## config.mk

```make
export PLATFORM = sky130hd
export DESIGN_NAME = univ_shift_reg
export DESIGN_NICKNAME = d
export VERILOG_FILES = /design/src/rtl/univ_shift_reg.sv
export SDC_FILE = /design/constraint.sdc
export NUM_CORES = 1
export LEC_CHECK = 0
export ABC_AREA = 1
export BUFFER_PORTS_ARGS = -buffer_cell sky130_fd_sc_hd__buf_2
export CELL_PAD_IN_SITES_DETAIL_PLACEMENT = 1
export CELL_PAD_IN_SITES_GLOBAL_PLACEMENT = 1
export CORE_MARGIN = 2
export CORE_UTILIZATION = 39
export DETAILED_ROUTE_END_ITERATION = 8
export MAX_ROUTING_LAYER = met4
export PLACE_DENSITY = 0.92
export SLEW_MARGIN = 10
export SYNTH_ARGS = -nofsm -noshare
export SYNTH_HDL_FRONTEND = slang
export SYNTH_SLANG_ARGS = --single-unit
export TNS_END_PERCENT = 100
```

## constraint.sdc

```tcl
create_clock -name clock -period 2.7 [get_ports clock]
set_input_delay 0.27 -clock clock [delete_from_list [all_inputs] [get_ports clock]]
set_output_delay 0.27 -clock clock [all_outputs]
set_load 0.02 [all_outputs]
```

## src/rtl/univ_shift_reg.sv

```systemverilog
// univ_shift_reg: parametrised universal shift register.
// Supports run-time selectable logical/arithmetic shifts and rotates in both
// directions, STEP bits per operation, and a counted burst engine that runs
// "shift N times" commands with a busy flag and a one-cycle done pulse.
module univ_shift_reg #(
  parameter int WIDTH  = 8,
  parameter int STEP   = 1,
  parameter int CNT_W  = 4,
  parameter int SVALUE = 3
) (
  input  logic               clock,
  input  logic               aclr,
  input  logic               enable,
  input  logic               sclr,
  input  logic               sset,
  input  logic               load,
  input  logic [WIDTH-1:0]   data,
  input  logic [2:0]         mode,
  input  logic [STEP-1:0]    shiftin,
  input  logic               start,
  input  logic [CNT_W-1:0]   count,
  output logic [WIDTH-1:0]   q,
  output logic [STEP-1:0]    shiftout,
  output logic               busy,
  output logic               done
);

  typedef enum logic [2:0] {
    MODE_HOLD = 3'b000,
    MODE_SHL  = 3'b001,
    MODE_SHR  = 3'b010,
    MODE_ASR  = 3'b011,
    MODE_ROL  = 3'b100,
    MODE_ROR  = 3'b101
  } shiftMode_t;

  localparam logic [WIDTH-1:0] SET_VALUE = WIDTH'(SVALUE);

  logic [WIDTH-1:0] r_q;
  logic [STEP-1:0]  r_shiftout;
  logic             r_busy;
  logic             r_done;
  logic [CNT_W-1:0] r_remaining;
  logic [2:0]       r_modeLatched;

  logic [2:0]       w_opMode;
  logic [WIDTH-1:0] w_opResult;
  logic [STEP-1:0]  w_opOut;
  logic             w_opShift;

  // A burst keeps using the mode captured at start; otherwise the live mode input applies.
  assign w_opMode = r_busy ? r_modeLatched : mode;

  // Next register value and outgoing bits for one operation; reserved and hold modes leave everything alone.
  always_comb begin
    w_opResult = r_q;
    w_opOut    = r_shiftout;
    w_opShift  = 1'b0;
    case (w_opMode)
      MODE_SHL: begin
        w_opResult = {r_q[WIDTH-STEP-1:0], shiftin};
        w_opOut    = r_q[WIDTH-1 -: STEP];
        w_opShift  = 1'b1;
      end
      MODE_SHR: begin
        w_opResult = {shiftin, r_q[WIDTH-1:STEP]};
        w_opOut    = r_q[STEP-1:0];
        w_opShift  = 1'b1;
      end
      MODE_ASR: begin
        w_opResult = {{STEP{r_q[WIDTH-1]}}, r_q[WIDTH-1:STEP]};
        w_opOut    = r_q[STEP-1:0];
        w_opShift  = 1'b1;
      end
      MODE_ROL: begin
        w_opResult = {r_q[WIDTH-STEP-1:0], r_q[WIDTH-1 -: STEP]};
        w_opOut    = r_q[WIDTH-1 -: STEP];
        w_opShift  = 1'b1;
      end
      MODE_ROR: begin
        w_opResult = {r_q[STEP-1:0], r_q[WIDTH-1:STEP]};
        w_opOut    = r_q[STEP-1:0];
        w_opShift  = 1'b1;
      end
      default: begin
        w_opShift = 1'b0;
      end
    endcase
  end

  // Register, burst counter and handshake update; done is cleared every edge even when disabled so it stays a single-cycle pulse.
  always_ff @(posedge clock or posedge aclr) begin
    if (aclr) begin
      r_q           <= '0;
      r_shiftout    <= '0;
      r_busy        <= 1'b0;
      r_done        <= 1'b0;
      r_remaining   <= '0;
      r_modeLatched <= MODE_HOLD;
    end else begin
      r_done <= 1'b0;
      if (enable) begin
        if (sclr) begin
          r_q         <= '0;
          r_shiftout  <= '0;
          r_busy      <= 1'b0;
          r_remaining <= '0;
        end else if (sset) begin
          r_q         <= SET_VALUE;
          r_busy      <= 1'b0;
          r_remaining <= '0;
        end else if (r_busy) begin
          if (w_opShift) begin
            r_q        <= w_opResult;
            r_shiftout <= w_opOut;
          end
          r_remaining <= r_remaining - CNT_W'(1);
          if (r_remaining == CNT_W'(1)) begin
            r_busy <= 1'b0;
            r_done <= 1'b1;
          end
        end else if (load) begin
          r_q <= data;
        end else if (start) begin
          if (count != '0) begin
            r_modeLatched <= mode;
            r_remaining   <= count;
            r_busy        <= 1'b1;
          end else begin
            r_done <= 1'b1;
          end
        end else if (w_opShift) begin
          r_q        <= w_opResult;
          r_shiftout <= w_opOut;
        end
      end
    end
  end

  assign q        = r_q;
  assign shiftout = r_shiftout;
  assign busy     = r_busy;
  assign done     = r_done;

endmodule
```

# Yosys cells after proc, flatten, opt, wreduce, memory -nomap -nowiden
# Cells that the tools add are included.
# word_totals
out_inout_bits	11
in_bits	23
reg_bits	18
# classes
muxes	37
add_sub_neg	1
eq_ne	11
n_bitwise	4
n_reduce_logical	10
# op_table
cell	n
two-way mux 8 bit	6
case mux 8 bit (5 select lines)	1
two-way mux 4 bit	6
two-way mux 1 bit	22
nonzero test 4 bit	3
AND reduction 4 bit	2
AND reduction 7 bit	1
equality test 3 x 2 -> 1 bit (second input constant)	2
equality test 3 bit (second input constant)	2
!= test 3 x 2 -> 1 bit (second input constant)	2
!= test 5 x 4 -> 1 bit (second input constant)	1
OR reduction 5 bit	1
equality test 4 x 1 -> 1 bit (second input constant)	1
!= test 4 x 3 -> 1 bit (second input constant)	1
inverter 1 bit	4
subtractor 4 x 1 -> 4 bit (second input constant)	1
equality test 3 x 1 -> 1 bit (second input constant)	1
two-way mux 3 bit	1
OR reduction 3 bit	1
!= test 2 bit (second input constant)	1
case mux 1 bit (2 select lines)	1
AND reduction 2 bit	1
OR reduction 2 bit	1

# Depth between registers and ports, before layout
# logic_depth
word_depth	10
mapped_depth	12
ltp_nobuf	11

# Worst setup path after synthesis
# No wires, ideal clock.
# synth_timing
kind	flip-flop to flip-flop
startpoint	register r_busy (netlist: busy)
endpoint	register r_shiftout (netlist: shiftout)
t_arrival_ns	1.338
path_buffers	1
path_slack_ns	1.238
synth_period_minus_slack_ns	1.462
setup_ns	0.124
path_stages_with_launch	12
cell_sequence	dfrtp_1 > buf_6 > inv_8 > nand2_2 > nand2_4 > nand2_1 > nand3_4 > inv_2 > o21ai_2 > nand2_1 > nand2_1 > o21ai_1
# synth_via
elab_chain_cells	10
# synth_lines
item	line_no	source
start: declaration	41	logic r_busy;
start signal: assignment	96	r_busy <= 1'b0;
start signal: assignment	106	r_busy <= 1'b0;
start signal: assignment	110	r_busy <= 1'b0;
two-way mux 3 bit	52	assign w_opMode = r_busy ? r_modeLatched : mode;
equality test 3 bit, or another cell as far along	59	case (w_opMode)
OR reduction 3 bit (no source line), or another cell as far along	-	
case mux 1 bit (2 select lines) or two-way mux 1 bit (tied branches)	59	
two-way mux 1 bit	113, 132	
two-way mux 1 bit	124	end else if (start) begin
two-way mux 1 bit	122	end else if (load) begin
two-way mux 1 bit	112	end else if (r_busy) begin
two-way mux 1 bit	108	end else if (sset) begin
two-way mux 1 bit	103	if (sclr) begin
end signal: assignment	115	r_shiftout <= w_opOut;
end signal: assignment	134	r_shiftout <= w_opOut;
end: declaration	40	logic [STEP-1:0] r_shiftout;
# Parallel ways exist; a longest one is shown, timed or not. The select of a mux whose other input is x is not followed.
# A chain may end at the register's enable or synchronous reset.

# Worst setup path after layout
# Same ends and word-level chain as after synthesis.

==> reports/qor.csv <==
stage,metric,value,unit
routing,vias_per_cell,5.03,
floorplan,ios,34,
logic_synthesis,ys_types,24,
global_route,overflow,0,
timing,relSlewSlack,48.7,%
placed_design,dp_hpwl,3.02,mm
power,cellLeakagePower,0.878,nW
floorplan,initial_core_util,41.0,%
min_path,hp-class,in -> async,
global_route,grt_pass1_wl,6.89,mm
timing,finalCritPeriodShare,72.3,%
routing,firstDrtPassIters,4,
critical_path,crit_arrival,2140,ps
global_route,antenna_found_initial,0,
logic_synthesis,seq_area_frac_synth,32.7,%
clocking,cts_resized,0,
floorplan,fp-row-count,21,
critical_path,cp_max_fo,20,
timing,clock.fmax,512,MHz
power,ir_worst_vdd,0.000188,V
placed_design,routabilityCongestion,0.851,
clocking,ctsHtreeMaxLevel,1,
timing,slew_viol_final,0,
floorplan,die_x,63.5,µm
floorplan,core_area,3360,µm²
routing,detail-route-antenna-nets,0,
timing,finalSetupViolCount,0,
clocking,cts.clk_slew.worst_paths,120,ps
clocking,cts_root_buf,clkbuf_4,
routing,first_iter_violations,87,
global_route,grt_max_degree,21,
routing,num_vias,1465,
finish,diodes,0,
finish,syn2layout_area_growth,16.2,%
run,max_cap_viol_count,0,
timing,clock_skew,9.14,ps
routing,drc,0,
placed_design,port_buffers,33,
timing,tightestPinTransition,768,ps
clocking,clock_path_buffers,2,
logic_synthesis,yosys_warnings,0,
routing,wl_per_cell,13.4,µm
clocking,ctsHoldBuffers,0,
floorplan,dieArea,4030,µm²
global_route,grt_pass1_vias,1531,
timing,tns,0,ps
global_route,grtUsageTotal,22.2,%
timing,hold_viol,0,
clocking,cts_buffers,3,
timing,grt_setup_unrepaired,no,
logic_synthesis,synth_seq_cells,18,
logic_synthesis,synth.avg_cell_area,6.50,µm²
logic_synthesis,netlist_area,1380,µm²
power,power_density,465,nW/µm²
clocking,cts_setup_buffers,0,
timing,layout_min_cycle_time,1950,ps
logic_synthesis,synth_cells,212,
finish,nNetsFinal,272,
clocking,cts_sinks,18,
clocking,cts_tree,done,
placed_design,placed_cells_incl_taps,288,
finish,layout.cells.non_filler,291,
floorplan,die_h,63.5,µm
critical_path,worstSetupPathType,reg -> reg,
finish,layout_commonest_cell,nand2_1,
finish,final_cell_mix,"nand2_1, buf_2, inv_1",
finish,num-fill-cells,479,
routing,wl,3.90,mm
run_status,status,"complete, no violations",
logic_synthesis,syn-num-nets,237,
critical_path,cp-start-kind,flip-flop,
critical_path,setup.worst_path.end_class,flip-flop,
clocking,clk_latency,300,ps
finish,drive_above_1_share,22.4,%
critical_path,cp.required,2890,ps
[registers in the layout, summed over array words and instances, names as in the netlist]
signal	cells
busy	1
done	1
q	8
r_modeLatched	3
r_remaining	4
shiftout	1
[report_power, final]
part           switching [W]  total (W)  internal [W]  leakage (nW)
Combinational       0.000175   0.000264     0.0000888         0.627
Sequential         0.0000357   0.000337      0.000301         0.237
Clock              0.0000923   0.000144     0.0000521        0.0138
[worst max-delay path: stages, from the launching register on]
cell	delay [ps]
dfrtp_1	840
nor2_2	150
inv_1	340
o211ai_1	170
o21ai_2	160
nand2_1	70
nand2_1	60
o21ai_1	50
[final timing paths]
check	startpoint	endpoint	slack [ps]	depth (start not counted)
min in group clock	mode[0]	r_modeLatched[0]	210	3
hold / removal	aclr	r_modeLatched[1]	80	2
setup / recovery	busy	shiftout	750	7
hold reg to reg	shiftout	shiftout	530	2
max in group asynchronous	aclr	q[3]	2130	2
setup reg to reg	busy	shiftout	750	7
[cells in the mapped netlist (all sizes together)]
| cell | count | area (µm²) |
|---|---|---|
| o21ai | 21 | 113 |
| a31oi | 1 | 6.26 |
| o211ai | 4 | 30.0 |
| dfrtp | 18 | 450 |
| ha | 2 | 25.0 |
| a21oi | 4 | 20.0 |
| inv | 34 | 135 |
| nand4 | 4 | 25.0 |
| buf | 3 | 21.3 |
| nor3 | 2 | 10.0 |
| nor2 | 24 | 92.6 |
| nand3 | 11 | 80.1 |
| o22ai | 5 | 31.3 |
| nand2 | 78 | 330 |
| xor2 | 1 | 8.76 |
[cell type report]
type,count,area (µm²),area share (%)
inverter,34,135,8.43
timing repair buffer,33,165,10.3
sequential,18,450,28.1
clock buffer,3,22.5,1.41
tap,46,57.6,3.59
multi-input combinational,157,772,48.2
[metrics by stage]
step	hold slack [ps]	total power [W]	setup WS, ps	utilization [%]	area [µm²]
2_1_floorplan	209	0.000525	1240	-	1380
3_5_place_dp	456	0.000605	756	47.0	1580
3_3_place_gp	446	0.000596	853	47.0	1580
6_report	76.0	0.000745	749	47.7	1600
5_1_grt	148	0.000805	527	47.7	1600
4_1_cts	115	0.000751	725	47.7	1600
[layer usage]
| metal | part of all wire [%] | track usage (%) |
|---|---|---|
| met5 | 0 | - |
| met4 | 1.5 | 7.88 |
| met3 | 2.3 | 2.86 |
| met2 | 49 | 37.1 |
| met1 | 47 | 27.6 |
[kinds of logic after synthesis]
logic type               Yosys count  synth area share (%)
adder cells (fa/ha/maj)            2                  1.81
XOR/XNOR                           1                 0.635
AND/OR/NAND/NOR                  119                  39.0
flip-flops                        18                  32.7
AO/OA/AOI/OAI                     35                  14.5
buffers and inverters             37                  11.3
No activity file was read; power rests on OpenSTA's default activity.
